===== src/rtl/gray_decoder.sv =====
// Gray-code stream decoder and link monitor: converts accepted codes to binary,
// counts max->0 wraps and flags any non +1 step. Define GRAY_STICKY_ERR_EN for a sticky Err.
module gray_decoder #(
   parameter int WIDTH  = 3,
   parameter int WRAP_W = 8
) (
   input  logic              Clk,
   input  logic              Reset,
   input  logic              In_valid,
   input  logic [WIDTH-1:0]  Gray_in,
   output logic [WIDTH-1:0]  Bin_out,
   output logic              Out_valid,
   output logic              Wrap,
   output logic [WRAP_W-1:0] Wrap_count,
   output logic              Err,
   output logic              Locked
);

   typedef enum logic {EMPTY = 1'b0, LOCK = 1'b1} state_t;

   state_t             r_state, w_state_nxt;
   logic [WIDTH-1:0]   r_bin, w_bin_nxt;
   logic               r_out_valid, w_out_valid_nxt;
   logic               r_wrap, w_wrap_nxt;
   logic [WRAP_W-1:0]  r_wrap_count, w_wrap_count_nxt;
   logic               r_err, w_err_nxt;

   logic [WIDTH-1:0]   w_bin;
   logic [WIDTH-1:0]   w_bin_inc;

   // Each binary bit is the parity of the gray bits at and above it.
   for (genvar i = 0; i < WIDTH; i++) begin : g_conv
      assign w_bin[i] = ^Gray_in[WIDTH-1:i];
   end

   assign w_bin_inc = r_bin + 1'b1;

   always_ff @(posedge Clk) begin
      if (Reset) begin
         r_state      <= EMPTY;
         r_bin        <= '0;
         r_out_valid  <= 1'b0;
         r_wrap       <= 1'b0;
         r_wrap_count <= '0;
         r_err        <= 1'b0;
      end else begin
         r_state      <= w_state_nxt;
         r_bin        <= w_bin_nxt;
         r_out_valid  <= w_out_valid_nxt;
         r_wrap       <= w_wrap_nxt;
         r_wrap_count <= w_wrap_count_nxt;
         r_err        <= w_err_nxt;
      end
   end

   always_comb begin
      w_state_nxt      = r_state;
      w_bin_nxt        = r_bin;
      w_out_valid_nxt  = r_out_valid;
      w_wrap_nxt       = 1'b0;
      w_wrap_count_nxt = r_wrap_count;
`ifdef GRAY_STICKY_ERR_EN
      w_err_nxt        = r_err;
`else
      w_err_nxt        = 1'b0;
`endif
      if (In_valid) begin
         case (r_state)
            EMPTY: begin
               w_bin_nxt       = w_bin;
               w_out_valid_nxt = 1'b1;
               w_state_nxt     = LOCK;
            end
            LOCK: begin
               if (w_bin == r_bin) begin
                  w_bin_nxt = r_bin;
               end else if (w_bin == w_bin_inc) begin
                  w_bin_nxt = w_bin;
                  if (&r_bin) begin
                     w_wrap_nxt = 1'b1;
                     if (!(&r_wrap_count))
                        w_wrap_count_nxt = r_wrap_count + 1'b1;
                  end
               end else begin
                  // Any other step: flag it and resynchronise to the new code.
                  w_err_nxt = 1'b1;
                  w_bin_nxt = w_bin;
               end
            end
            default: w_state_nxt = EMPTY;
         endcase
      end
   end

   assign Bin_out    = r_bin;
   assign Out_valid  = r_out_valid;
   assign Wrap       = r_wrap;
   assign Wrap_count = r_wrap_count;
   assign Err        = r_err;
   assign Locked     = (r_state == LOCK);

endmodule


===== config.mk =====
export PLATFORM = sky130hd
export DESIGN_NAME = gray_decoder
export DESIGN_NICKNAME = d
export VERILOG_FILES = /design/src/rtl/gray_decoder.sv
export SDC_FILE = /design/constraint.sdc
export NUM_CORES = 1
export LEC_CHECK = 0
export ABC_CLOCK_PERIOD_IN_PS = 5800
export CAP_MARGIN = 20
export CORE_UTILIZATION = 51
export CTS_CLUSTER_SIZE = 14
export DETAILED_ROUTE_END_ITERATION = 12
export PLACE_DENSITY = 0.82
export SYNTH_ARGS = -nofsm -noshare
export SYNTH_HDL_FRONTEND = slang
export SYNTH_SLANG_ARGS = --single-unit

===== constraint.sdc =====
create_clock -name Clk -period 5.8 [get_ports Clk]
set_input_delay 1.16 -clock Clk [delete_from_list [all_inputs] [get_ports Clk]]
set_output_delay 1.16 -clock Clk [all_outputs]
set_load 0.01 [all_outputs]

==> results by group <==
Outcome
  – Status: finished, final reports clean

Critical path
  – Critical path fanouts, max: 10
  – Worst reg-to-reg setup slack: 3680 ps
  – Worst reg-to-reg path cell count: 6
  – Req. time, crit path: 5970 ps
  – FF-to-FF Start: Bin_out[1]$_SDFFE_PP0P_
  – Critical Path AT: 3050 ps
  – Worst Setup Start Kind: primary input
  – RR Endpoint: Wrap_count[5]$_SDFFE_PP0P_
  – Crit. End Element: register
  – Crit Path Class: primary input to register

Finish
  – Share of cells above drive strength 1: 6.723%
  – Area grow syn2layout: 27.62%
  – Layout fillers: 120
  – Final nets: 129
  – Fin area: 1081 um2
  – Antenna cell count: 0

Worst hold path
  – Worst min path class: register to register
  – Worst hold stages: 2
  – Hold path endpoint: Out_valid$_SDFFE_PP0P_
  – Source of the worst hold timing path: Out_valid$_SDFFE_PP0P_

Synthesis
  – FF+latch count, synth: 15
  – Distinct cells, synth: 33
  – Yosys Warn Count: 0
  – Seq/Total Area, Yosys: 35.45%
  – Mean post-synth cell area: 8.643 um2
  – Post-Syn Area: 847.1 um2
  – Cells after Synth: 98
  – Syn nets: 107

Global route
  – First-pass GRT wire length: 3222 um
  – Total track usage: 23.33%
  – Grt ovf: 0
  – Initial antenna violation count: 0
  – Largest net degree at the start of global routing: 17
  – Vias in the first global route: 724

Route
  – Number of remaining DRC errors: 0
  – Drt pass-1 iters: 4
  – Wire length reported by the detailed router: 1749 um
  – Via/cell ratio: 5.874
  – Post-DRT Antenna Nets: 0
  – Via total after detailed routing: 793
  – 1st-iter DRT viols: 8
  – Avg WL per Cell: 12.96 um

Floorplan
  – Die W: 42.76 um
  – Core ar.: 1524 um2
  – Rows: 14
  – Full die area: 1828 um2
  – I/O Pins: 21
  – Die height: 42.76 um
  – Initial Utilization: 55.58%

STA
  – Minimum clock period: 2874 ps
  – Max-slew headroom: 60.58%
  – RSZ-0062 raised after global routing: no
  – Setup TNS: 0 ps
  – Final period utilization: 49.54%
  – Setup Skew: 3.066 ps
  – Slew Viols, Final: 0
  – Slew @ Worst Pin: 589.5 ps
  – Fmax: 348.0 MHz
  – Final Hold Fails: 0
  – Endpoints failing setup: 0

Placement
  – Buffers on Ports: 20
  – Dpl cell area: 1055 um2
  – GP Congestion: 0.8186
  – Dpl hpwl: 1298 um

Power
  – Power per cell area: 192.2 nW/um2
  – Leak pwr: 0.3976 nW
  – Worst vdd ir: 0.0001470 V

Clock network
  – Clock Latency Late Sink: 280 ps
  – CTS tree: done
  – Worst-path clk slew: 80 ps
  – CTS Root Cell: clkbuf_4
  – # H-tree levels: 1
  – CTS Buf Count: 3
  – Post CTS Setup Buffer Count: 0
  – CTS Buffer Depth: 2
  – Clock Sinks: 15
  – Post-cts sizing count: 0
  – CTS Hold Bufs: 0

Job
  – # Max-Cap Violations: 0
==> registers in the layout, indices dropped and copies added (netlist names) <==
signal	cells
Out_valid	1
Wrap_count	8
Err	1
Locked	1
Bin_out	3
Wrap	1
==> worst max-delay path by stage <==
stage / start / to / cells after the start
6_report: Gray_in[0] / Wrap_count[0]$_SDFFE_PP0P_ / 6
5_1_grt: Gray_in[0] / Wrap_count[6]$_SDFFE_PP0P_ / 6
4_1_cts: Gray_in[0] / Wrap_count[0]$_SDFFE_PP0P_ / 6
3_5_place_dp: Gray_in[0] / Wrap_count[0]$_SDFFE_PP0P_ / 6
3_3_place_gp: Gray_in[0] / Wrap_count[0]$_SDFFE_PP0P_ / 6
2_1_floorplan: Gray_in[1] / Wrap_count[5]$_SDFFE_PP0P_ / 6
==> routing by layer <==
metal | track usage [%] | share of wire (%) | vias up | routed length (um)
met1 | 29.13 | 45 | 367 | 791
met3 | 6.383 | 3.4 | 4 | 59
met5 | 0 | 0 | - | 0
met2 | 37.58 | 50 | 13 | 873
met4 | 9.375 | 1.4 | 0 | 25
li1 | - | - | 409 | -
==> power by group <==
group | total, mW | internal (mW) | switching, mW
logic | 0.0400 | 0.0199 | 0.0200
registers | 0.110 | 0.106 | 0.00383
clock network | 0.0580 | 0.0267 | 0.0313
==> cells in the mapped netlist (all sizes together) <==
cell	n	area (um2)
or3	1	6.260
mux2i	4	40.04
a2bb2oi	1	15.01
buf	1	5.000
nor4	3	18.77
a21o	1	8.760
and3	2	12.51
o311a	1	10.01
nand4bb	1	11.26
nand3	7	35.03
or2	1	6.260
o21bai	1	7.510
nor2b	4	25.02
nand2	7	26.28
and4b	2	20.02
nand4b	1	8.760
o31ai	4	30.03
a21oi	9	45.04
o21ai	3	18.77
nor2	7	26.28
xnor2	2	25.03
o2bb2ai	1	8.760
nor3	3	15.01
xor2	1	8.760
clkbuf	2	7.510
dfxtp	15	300.3
mux2	2	22.52
ha	3	37.54
or4	4	30.03
inv	4	15.01
==> layout by cell type, fill, tap and decap left out, types with 2 or more instances in the layout <==
| cell | count |
|---|---|
| clkbuf_4 | 3 |
| o21ai_0 | 2 |
| and4b_1 | 2 |
| inv_1 | 4 |
| dfxtp_1 | 15 |
| nor3_1 | 3 |
| nor2_1 | 7 |
| nand3_1 | 7 |
| nor4_1 | 3 |
| a21oi_1 | 9 |
| nand2_1 | 7 |
| and3_1 | 2 |
| or4_1 | 4 |
| ha_1 | 3 |
| o31ai_1 | 4 |
| mux2i_1 | 4 |
| clkdlybuf4s50_1 | 20 |
| nor2b_1 | 4 |
==> critical path: stages <==
cell	delay [ps]
clkdlybuf4s50_1	470
xnor2_2	260
mux2i_1	310
a2bb2oi_2	370
nor2_1	140
mux2_1	320
==> area by class of cell <==
cell class	instances	area (um2)	area share, %
clock buffer	4	26.28	2.431
inverter	4	15.01	1.389
multi-input combinational	76	519.2	48.03
sequential	15	300.3	27.78
tap	16	20.02	1.852
timing repair buffer	20	200.2	18.52
==> stage by stage <==
stage | worst slack (ps) | hold WS (ps) | power [mW] | utilization (%) | std cells
finish | 2926 | 482.6 | 0.2077 | 70.94 | 135
global route | 2804 | 517.8 | 0.2199 | 70.94 | 135
CTS | 2942 | 489.2 | 0.2102 | 70.94 | 135
detailed placement | 2634 | 467.5 | 0.1521 | 69.21 | 131
global placement | 2688 | 462.3 | 0.1510 | 69.21 | 131
floorplan | 3256 | 502.2 | 0.1373 | - | 98
==> cells by family (layout without fill, tap and decap cells) <==
kind of cell | Yosys count | count (layout) | synth area share (%)
xor+xnor | 3 | 3 | 3.989
flops | 15 | 15 | 35.45
compound gates | 21 | 21 | 16.99
mux | 6 | 6 | 7.386
fa+ha+maj | 3 | 3 | 4.432
buf+inv | 7 | 28 | 3.249
simple gates | 43 | 43 | 28.51
No activity file was read; power rests on OpenSTA's default activity.
